$ cat src/rtl/op_pkg.sv
// Shared front-end types: instruction/opcode definitions, the fetch queue entry
// layout and the istable pre-decode function used by fetch and decode.
// Ports: none (package).
package op_pkg;

    localparam int INSTRUCTION_WIDTH  = 32;
    localparam int SUPER_SCALAR_WIDTH = 2;
    localparam int DEQ_CNT_WIDTH      = $clog2(SUPER_SCALAR_WIDTH + 1);
    // Widest PC any queue instance may carry; narrower PCs are zero-extended.
    localparam int FETCH_PC_WIDTH     = 64;
    localparam int OPCODE_WIDTH       = 3;

    typedef enum logic [OPCODE_WIDTH-1:0] {
        OPCODE_UNKNOWN = 3'd0,
        OPCODE_ADD     = 3'd1,
        OPCODE_SUB     = 3'd2,
        OPCODE_B       = 3'd3,
        OPCODE_BL      = 3'd4,
        OPCODE_NOP     = 3'd5
    } opcode_t;

    typedef struct packed {
        logic [INSTRUCTION_WIDTH-1:0] instr;
        logic [FETCH_PC_WIDTH-1:0]    pc;
    } fetch_entry_t;

    // Coarse class of an A64 encoding. ADD/SUB are the non-flag-setting
    // immediate forms (bits 28:23 = 100010, S = 0); bit 30 picks SUB.
    function automatic opcode_t istable(input logic [INSTRUCTION_WIDTH-1:0] instr);
        opcode_t op;
        op = OPCODE_UNKNOWN;
        if (instr[28:23] == 6'b100010 && !instr[29]) begin
            op = instr[30] ? OPCODE_SUB : OPCODE_ADD;
        end else if (instr[31:26] == 6'b000101) begin
            op = OPCODE_B;
        end else if (instr[31:26] == 6'b100101) begin
            op = OPCODE_BL;
        end else if (instr == 32'hD503_201F) begin
            op = OPCODE_NOP;
        end
        return op;
    endfunction

endpackage

$ cat src/rtl/fetch_predecode.sv
// Combinational per-lane opcode tagging of a group of instructions via istable.
// Ports: instr_in (W lanes x 32, lane 0 in the low bits), opcode_out (W lanes
// of opcode_t, same lane order). No state; shared with the decode stage.
module fetch_predecode
    import op_pkg::*;
(
    input  logic [SUPER_SCALAR_WIDTH*INSTRUCTION_WIDTH-1:0] instr_in,
    output logic [SUPER_SCALAR_WIDTH*OPCODE_WIDTH-1:0]      opcode_out
);

    for (genvar i = 0; i < SUPER_SCALAR_WIDTH; i++) begin : g_lane
        assign opcode_out[i*OPCODE_WIDTH +: OPCODE_WIDTH] =
            istable(instr_in[i*INSTRUCTION_WIDTH +: INSTRUCTION_WIDTH]);
    end

endmodule

$ cat src/rtl/fetch_queue.sv
// Circular instruction buffer between fetch and decode; presents the oldest
// W entries (combinational read, one-cycle enqueue-to-dequeue latency).
// Ports: clk_in/rst_in (sync, active-high), flush_in; enq_* group from fetch
// with enq_ready_out (registered-count based); deq_* head window with
// pre-decoded opcodes, deq_count_in consumption; count_out occupancy.
module fetch_queue
    import op_pkg::*;
#(
    parameter int DEPTH    = 8,
    parameter int PC_WIDTH = 64
) (
    input  logic                                            clk_in,
    input  logic                                            rst_in,
    input  logic                                            flush_in,
    input  logic [SUPER_SCALAR_WIDTH-1:0]                   enq_valid_in,
    input  logic [SUPER_SCALAR_WIDTH*INSTRUCTION_WIDTH-1:0] enq_instr_in,
    input  logic [SUPER_SCALAR_WIDTH*PC_WIDTH-1:0]          enq_pc_in,
    output logic                                            enq_ready_out,
    output logic [SUPER_SCALAR_WIDTH-1:0]                   deq_valid_out,
    output logic [SUPER_SCALAR_WIDTH*INSTRUCTION_WIDTH-1:0] deq_instr_out,
    output logic [SUPER_SCALAR_WIDTH*PC_WIDTH-1:0]          deq_pc_out,
    output logic [SUPER_SCALAR_WIDTH*OPCODE_WIDTH-1:0]      deq_opcode_out,
    input  logic [DEQ_CNT_WIDTH-1:0]                        deq_count_in,
    output logic [$clog2(DEPTH+1)-1:0]                      count_out
);

    localparam int W     = SUPER_SCALAR_WIDTH;
    localparam int CW    = $clog2(DEPTH + 1);
    localparam int PTR_W = $clog2(DEPTH);

    // Storage is deliberately not reset; validity comes from count_q alone.
    fetch_entry_t mem_q [DEPTH];

    logic [PTR_W-1:0] head_q, head_d;
    logic [PTR_W-1:0] tail_q, tail_d;
    logic [CW-1:0]    count_q, count_d;

    logic [CW-1:0]    enq_pop, enq_n, deq_avail, deq_n;
    logic [W-1:0]     wr_en;
    logic [PTR_W-1:0] wr_idx [W];
    logic [PTR_W-1:0] rd_idx [W];

    always_comb begin
        enq_ready_out = (count_q <= CW'(DEPTH - W));

        enq_pop   = '0;
        deq_avail = '0;
        for (int i = 0; i < W; i++) begin
            deq_valid_out[i] = (count_q > CW'(i));
            if (enq_valid_in[i])  enq_pop   = enq_pop + CW'(1);
            if (deq_valid_out[i]) deq_avail = deq_avail + CW'(1);
            wr_en[i]  = enq_ready_out && enq_valid_in[i] && !flush_in && !rst_in;
            wr_idx[i] = tail_q + PTR_W'(i);
            rd_idx[i] = head_q + PTR_W'(i);
        end

        enq_n = enq_ready_out ? enq_pop : '0;
        // Over-consumption is illegal; clamp so pointers never pass the tail.
        deq_n = (CW'(deq_count_in) > deq_avail) ? deq_avail : CW'(deq_count_in);

        head_d  = head_q + PTR_W'(deq_n);
        tail_d  = tail_q + PTR_W'(enq_n);
        count_d = count_q + enq_n - deq_n;
        if (flush_in) begin
            head_d  = '0;
            tail_d  = '0;
            count_d = '0;
        end
    end

    always_ff @(posedge clk_in) begin
        if (rst_in) begin
            head_q  <= '0;
            tail_q  <= '0;
            count_q <= '0;
        end else begin
            head_q  <= head_d;
            tail_q  <= tail_d;
            count_q <= count_d;
        end
    end

    always_ff @(posedge clk_in) begin
        for (int i = 0; i < W; i++) begin
            if (wr_en[i]) begin
                mem_q[wr_idx[i]].instr <= enq_instr_in[i*INSTRUCTION_WIDTH +: INSTRUCTION_WIDTH];
                mem_q[wr_idx[i]].pc    <= FETCH_PC_WIDTH'(enq_pc_in[i*PC_WIDTH +: PC_WIDTH]);
            end
        end
    end

    always_comb begin
        for (int i = 0; i < W; i++) begin
            deq_instr_out[i*INSTRUCTION_WIDTH +: INSTRUCTION_WIDTH] = mem_q[rd_idx[i]].instr;
            deq_pc_out[i*PC_WIDTH +: PC_WIDTH] = mem_q[rd_idx[i]].pc[PC_WIDTH-1:0];
        end
    end

    assign count_out = count_q;

    fetch_predecode u_predecode (
        .instr_in   (deq_instr_out),
        .opcode_out (deq_opcode_out)
    );

    // Lane valids must form a contiguous run starting at lane 0.
    assert property (@(posedge clk_in) disable iff (rst_in)
        ((enq_valid_in + W'(1)) & enq_valid_in) == '0);

    // Decode may only consume presented entries.
    assert property (@(posedge clk_in) disable iff (rst_in)
        CW'(deq_count_in) <= deq_avail);

endmodule
$ cat config.mk
export PLATFORM = sky130hd
export DESIGN_NAME = fetch_queue
export DESIGN_NICKNAME = d
export VERILOG_FILES = /design/src/rtl/op_pkg.sv /design/src/rtl/fetch_predecode.sv /design/src/rtl/fetch_queue.sv
export SDC_FILE = /design/constraint.sdc
export NUM_CORES = 2
export LEC_CHECK = 0
export CORE_UTILIZATION = 63
export CTS_CLUSTER_SIZE = 24
export DETAILED_ROUTE_END_ITERATION = 12
export GPL_ROUTABILITY_DRIVEN = 0
export HOLD_SLACK_MARGIN = 0.06
export PLACE_DENSITY_LB_ADDON = 0.08
export REMOVE_ABC_BUFFERS = 1
export SLEW_MARGIN = 0
export SYNTH_ARGS = -nofsm -noshare
export SYNTH_HDL_FRONTEND = slang
export SYNTH_SLANG_ARGS = --single-unit
$ cat constraint.sdc
create_clock -name clk_in -period 26.2 [get_ports clk_in]
set_input_delay 2.62 -clock clk_in [delete_from_list [all_inputs] [get_ports clk_in]]
set_output_delay 2.62 -clock clk_in [all_outputs]
set_load 0.01 [all_outputs]
==> Word level (Yosys, flattened, before mapping) <==
Memories as Yosys holds them, arrays and structs flattened. A register that Yosys moved wholly into a read port is not among the register bits.
Index checks and enable logic that the tools add are counted.
{ "classes": {"addsub": 8, "order_cmp": 4, "n_eq_ne": 8, "muxes": 21, "n_reduce_logical": 13} }
{ "ops": {"columns": ["operator", "count"], "rows": [
  ["32-bit == test, second input constant", 2],
  ["3-bit 2-to-1 mux", 9],
  ["6-bit == test, second input constant", 4],
  ["4-bit 2-to-1 mux", 4],
  ["6-bit by 3-bit == test with 1-bit output, second input constant", 2],
  ["4-bit by 1-bit adder with 4-bit output, second input constant", 2],
  ["4-bit by 1-bit > comparator with 1-bit output, second input constant", 2],
  ["1-bit logical AND", 8],
  ["3-bit by 1-bit adder with 3-bit output, second input constant", 2],
  ["3-bit adder", 2],
  ["1-bit 2-to-1 mux", 6],
  ["4-bit adder", 1],
  ["2-bit by 4-bit > comparator with 1-bit output", 1],
  ["4-bit by 3-bit less-or-equal comparator with 1-bit output, second input constant", 1],
  ["1-bit logical NOT", 4],
  ["2-bit 2-to-1 mux", 2],
  ["4-bit subtractor", 1],
  ["2-bit OR reduction", 1]
]} }
{ "totals": {"reg_bits": 10, "ramBits": 768, "input_bits": 199, "out_inout_bits": 205, "wordCells": 58, "memories": 1} }
{ "mem_list": {"columns": ["memory", "depth", "word_bits", "rd", "rd_ports_with_merged_regs", "wr", "line", "text"], "rows": [
  ["mem_q", 8, 96, 2, 1, 2, "fetch_queue.sv:32", "fetch_entry_t mem_q [DEPTH];"]
]} }

==> Logic depth before layout (Yosys ltp) <==
{ "logic_depth": {"word_depth": 8, "depth_mapped": 18, "depth_no_buf": 18} }

==> Cells and area by module <==
From an unflattened synthesis, not the netlist that was laid out.
{ "unflattened": {"hier_cells": 2472, "hier_area_um2": 44936.8} }
{ "by_module_without_submodules": {"columns": ["module", "instances", "cells_per_inst", "area_each_um2", "seq_area_each_um2"], "rows": [
  ["fetch_queue", 1, 2429, 44641.6, 23262.3],
  ["fetch_predecode", 1, 43, 295.3, 0.0]
]} }

==> Worst setup path before layout <==
OpenSTA, ideal clock, no wires.
{ "synth_path": {"path_kind": "input -> register", "start": "in flush_in", "end": "mem mem_q[0][0] (netlist name), enable pin", "setup_time_ns": 0.692, "t_arrival_ns": 10.178, "required_time_ns": 25.508, "setup_slack_ns": 15.330, "cell_stages": 3, "path_buffers": 0, "cell_sequence": "nor2_1 > nand4b_1 > o31ai_1"} }
{ "synth_rtl": {"columns": ["element", "line", "text"], "rows": [
  ["start, declared", "fetch_queue.sv:14", "input logic flush_in,"],
  ["end, declared", "fetch_queue.sv:32", null]
]} }

==> Worst setup path after layout <==
{ "layout_path": {"start": "reg head_q[0]", "end": "out deq_opcode_out[3]"} }
{ "layout_via": {"elab_chain_len": 7, "elab_cells_between_ends": 13, "classes_between": "add/sub (1); eq/ne (4); mux (5); reduce/logical (2); memory (1)"} }
{ "layout_lines": {"columns": ["element", "line", "text"], "rows": [
  ["start, declared", "fetch_queue.sv:34", "logic [PTR_W-1:0] head_q, head_d;"],
  ["start signal, assigned", "fetch_queue.sv:73", "head_q <= '0;"],
  ["start signal, assigned", "fetch_queue.sv:77", "head_q <= head_d;"],
  ["3-bit by 1-bit adder with 3-bit output (*)", "fetch_queue.sv:54", "rd_idx[i] = head_q + PTR_W'(i);"],
  ["memory read 8 x 96 bit (*)", null, null],
  ["32-bit == test", "op_pkg.sv:38", "end else if (instr == 32'hD503_201F) begin"],
  ["3-bit 2-to-1 mux", "op_pkg.sv:38", null],
  ["3-bit 2-to-1 mux", "op_pkg.sv:36", "end else if (instr[31:26] == 6'b100101) begin"],
  ["3-bit 2-to-1 mux", "op_pkg.sv:34", "end else if (instr[31:26] == 6'b000101) begin"],
  ["3-bit 2-to-1 mux (*)", "op_pkg.sv:32", "if (instr[28:23] == 6'b100010 && !instr[29]) begin"],
  ["end, declared", "fetch_queue.sv:22", "output logic [SUPER_SCALAR_WIDTH*OPCODE_WIDTH-1:0] deq_opcode_out,"]
]} }
Every way passes the cells marked *; elsewhere a longest branch is shown, timed or not.

==> flow_summary.yaml <==
outcome:
  status: "finished, final reports clean"
synth:
  syn-instance-count: 2690
  yosysTopAreaCell: "edfxtp_1"
  muxShareOfSynthArea: 0.410
  ys_seq_area_frac: 0.517
  yosys-top-cells-area: "edfxtp_1, mux2_2, mux4_2, nand2_1, buf_2"
  syn_area_per_cell_sq_um: 16.7
  synth_compound_area_frac: 0.00601
  synth_edf_count: 768
  ys_ff_latch: 778
  synth_xor_area_frac: 0.00172
  ys.flop_type: "edfxtp_1"
  synth_area_sq_um: 45000
  synth_top_area_share: 0.513
  yosysUniqueCellTypes: 53
  synth_top_family_by_area: "multiplexers"
  synth-warning-count: 0
  synth-simple-area-share: 0.0342
  yosys.area_share.adder: 0.00623
  async_reset_ff_frac: 0
route:
  postRouteAntennaNets: 0
  wl_per_cell_um: 31.9
  drt_first_iter_violations: 3118
  drc: 0
  vias: 28233
  drtPass1Iterations: 7
  routed_wl_um: 129000
  routed_via_density: 6.98
clock_network:
  holdBufCountCts: 0
  clkTransAtPathRegs_ps: 60
  numCtsBuffers: 82
  cts_sinks: 778
  cts_root_buf: "clkbuf_16"
  cts_setup_buffers: 0
  tritoncts: "done"
  clkLatencyLatePin_ps: 620
  h-tree-depth: 3
  clock_path_buffers: 3
  post_cts_resized: 0
final_layout:
  fin_cells: 4045
  syn2layout_area_growth_pct: 16.3
  final_common_cell: "mux2_2"
  layout_common_cells: "mux2_2, edfxtp_1, clkdlybuf4s50_1, mux4_2, nand2_1"
  nets: 3247
  post-route-util: 0.743
  drive_above_1_share: 0.458
  finish.instance_area_sq_um: 52300
placed_design:
  dp_cells: 3884
  numPortBuffers: 403
  place_area_sq_um: 49700
  pre_cts_ws_ps: 17850
  post-dp-hpwl_um: 73300
worst_hold_path:
  holdPathStages: 2
  hp-class: "flip-flop to flip-flop"
timing:
  slew_headroom: 0.178
  setup_viol: 0
  period_minus_slack_ps: 8930
  fin_crit_sh: 0.341
  rsz0062_at_grt: "false"
  setup_ws_ps: 17270
  setup_tns_ps: 0
  fin_worst_skew_ps: 15.1
  hold_viol_final: 0
  hold_slack_ps: 607
  slew_violations: 0
  fmax_mhz: 112
  tightestPinTransition_ps: 1230
global_routing:
  grt_pass1_vias: 29385
  grt_use_total: 0.355
  grt_pass1_wl_um: 190000
  grt_max_degree: 128
  grt_overflow: 0
  antenna_found_initial: 31
critical_path:
  slowest_delay_ps: 930
  critical_path_class: "flip-flop to primary output"
  crit_family: "buffers and inverters"
  crit_top_cell: "buf_4"
  critical_path.startpoint: "head_q[0]"
  cp_slowest_cell: "dfxtp_4"
  worst-path-buf-inv: 4
  worstPathMaxFanout: 50
  r2r_slack_ps: 21410
  regToRegEndpoint: "mem_q[4][78]"
  path_cells: "ha_4 > buf_4 > buf_4 > buf_4 > mux4_2 > o21a_1 > nand4b_1 > nand2_1 > clkdlybuf4s50_1"
  reg2reg_depth: 8
  arrival_ps: 6310
  worst_setup_path_start_kind: "flip-flop"
  crit_cells: 9
  setup.worst_path.end: "deq_opcode_out[3]"
  end_kind: "primary output"
  reg2reg_from: "count_out[3]"
  cp.required_ps: 23580
floorplan:
  io-pin-count: 404
  die_w_um: 269
  die_area_sq_um: 72500
  start_util: 0.639
  fp-row-count: 97
  die_h_um: 269
  core-area_sq_um: 70400
flow_run:
  drv_cap: 0
pwr:
  p_per_area_nw_per_um2: 77.1
  leakage_nw: 16.8
  irDropWorstVdd_uv: 63.4
  p_total_mw: 4.03
==> metal layers <==
| layer | wire length [um] | track usage | vias to the layer above |
|---|---|---|---|
| met4 | 3940 | 0.128 | 34 |
| li1 | - | - | 11666 |
| met5 | 213 | 0 | - |
| met2 | 63600 | 0.581 | 1556 |
| met1 | 48000 | 0.473 | 14716 |
| met3 | 13200 | 0.0762 | 261 |
==> where the power goes <==
| group | leakage (nW) | internal (mW) | switching [mW] | total [mW] |
|---|---|---|---|---|
| clock network | 1.23 | 0.632 | 0.483 | 1.12 |
| logic | 8.51 | 0.782 | 0.690 | 1.47 |
| registers | 7.02 | 1.41 | 0.0359 | 1.44 |
| total | 16.8 | 2.82 | 1.21 | 4.03 |
==> worst min-delay path by stage <==
stage	startpoint	to	slack, ps
finish	tail_q[2]	tail_q[2]	610
global route	tail_q[2]	tail_q[2]	660
CTS	tail_q[2]	tail_q[2]	610
detailed placement	tail_q[2]	tail_q[2]	600
global placement	tail_q[2]	tail_q[2]	580
floorplan	tail_q[2]	tail_q[2]	550
==> flip-flops by register name, summed over array words and instances, names as in the netlist <==
name / cells
count_out: 4
head_q: 3
mem_q: 768
tail_q: 3
==> worst reg2reg max path, delay by kind of cell (launching register included) <==
family                     cells  cell delay, ps
DFF                            1             410
muxes                          1             330
adders and majority gates      1             200
buffers and inverters          3            1800
and+or+nand+nor                2             600
AOI/OAI and AO/OA              1            1060
==> cells in the mapped netlist (2+ instances only) <==
cell type	count
mux2_2	863
nand3_1	2
nor4_1	7
nor4_4	2
a221oi_1	3
buf_6	6
nor3b_1	3
and3_1	2
buf_1	38
o21a_1	3
buf_4	28
nand4_1	3
mux2i_1	29
nand4b_1	7
nor2b_1	4
a21o_1	2
ha_1	16
inv_1	19
dfxtp_1	10
a221oi_2	2
nand2_1	274
clkbuf_1	29
nand3_2	3
a22o_1	2
a21oi_1	7
edfxtp_1	768
o21ai_0	3
o31ai_1	2
fa_1	4
and2_1	8
a32oi_1	3
xnor2_1	5
o21bai_1	4
nor2_1	28
buf_2	99
mux4_2	369
nand2b_1	3
nor3_1	7
xor2_1	2
mux2_1	8
==> cell families after synthesis <==
| group | count (synthesis) |
|---|---|
| AOI/OAI and AO/OA | 36 |
| xor gates and xnor gates | 8 |
| adders and majority gates | 20 |
| buffers and inverters | 220 |
| DFF | 778 |
| muxes | 1270 |
| and+or+nand+nor | 358 |
==> area by class of cell <==
cell class | instances | area, sq um
Antenna cell | 14 | 35.0
Clock buffer | 108 | 2260
Clock inverter | 39 | 251
Fill cell | 4314 | 18100
Inverter | 19 | 71.3
Multi-Input combinational cell | 1692 | 20800
Sequential cell | 778 | 23300
Tap cell | 940 | 1180
Timing Repair Buffer | 455 | 4460
No activity file was read; power rests on OpenSTA's default activity.
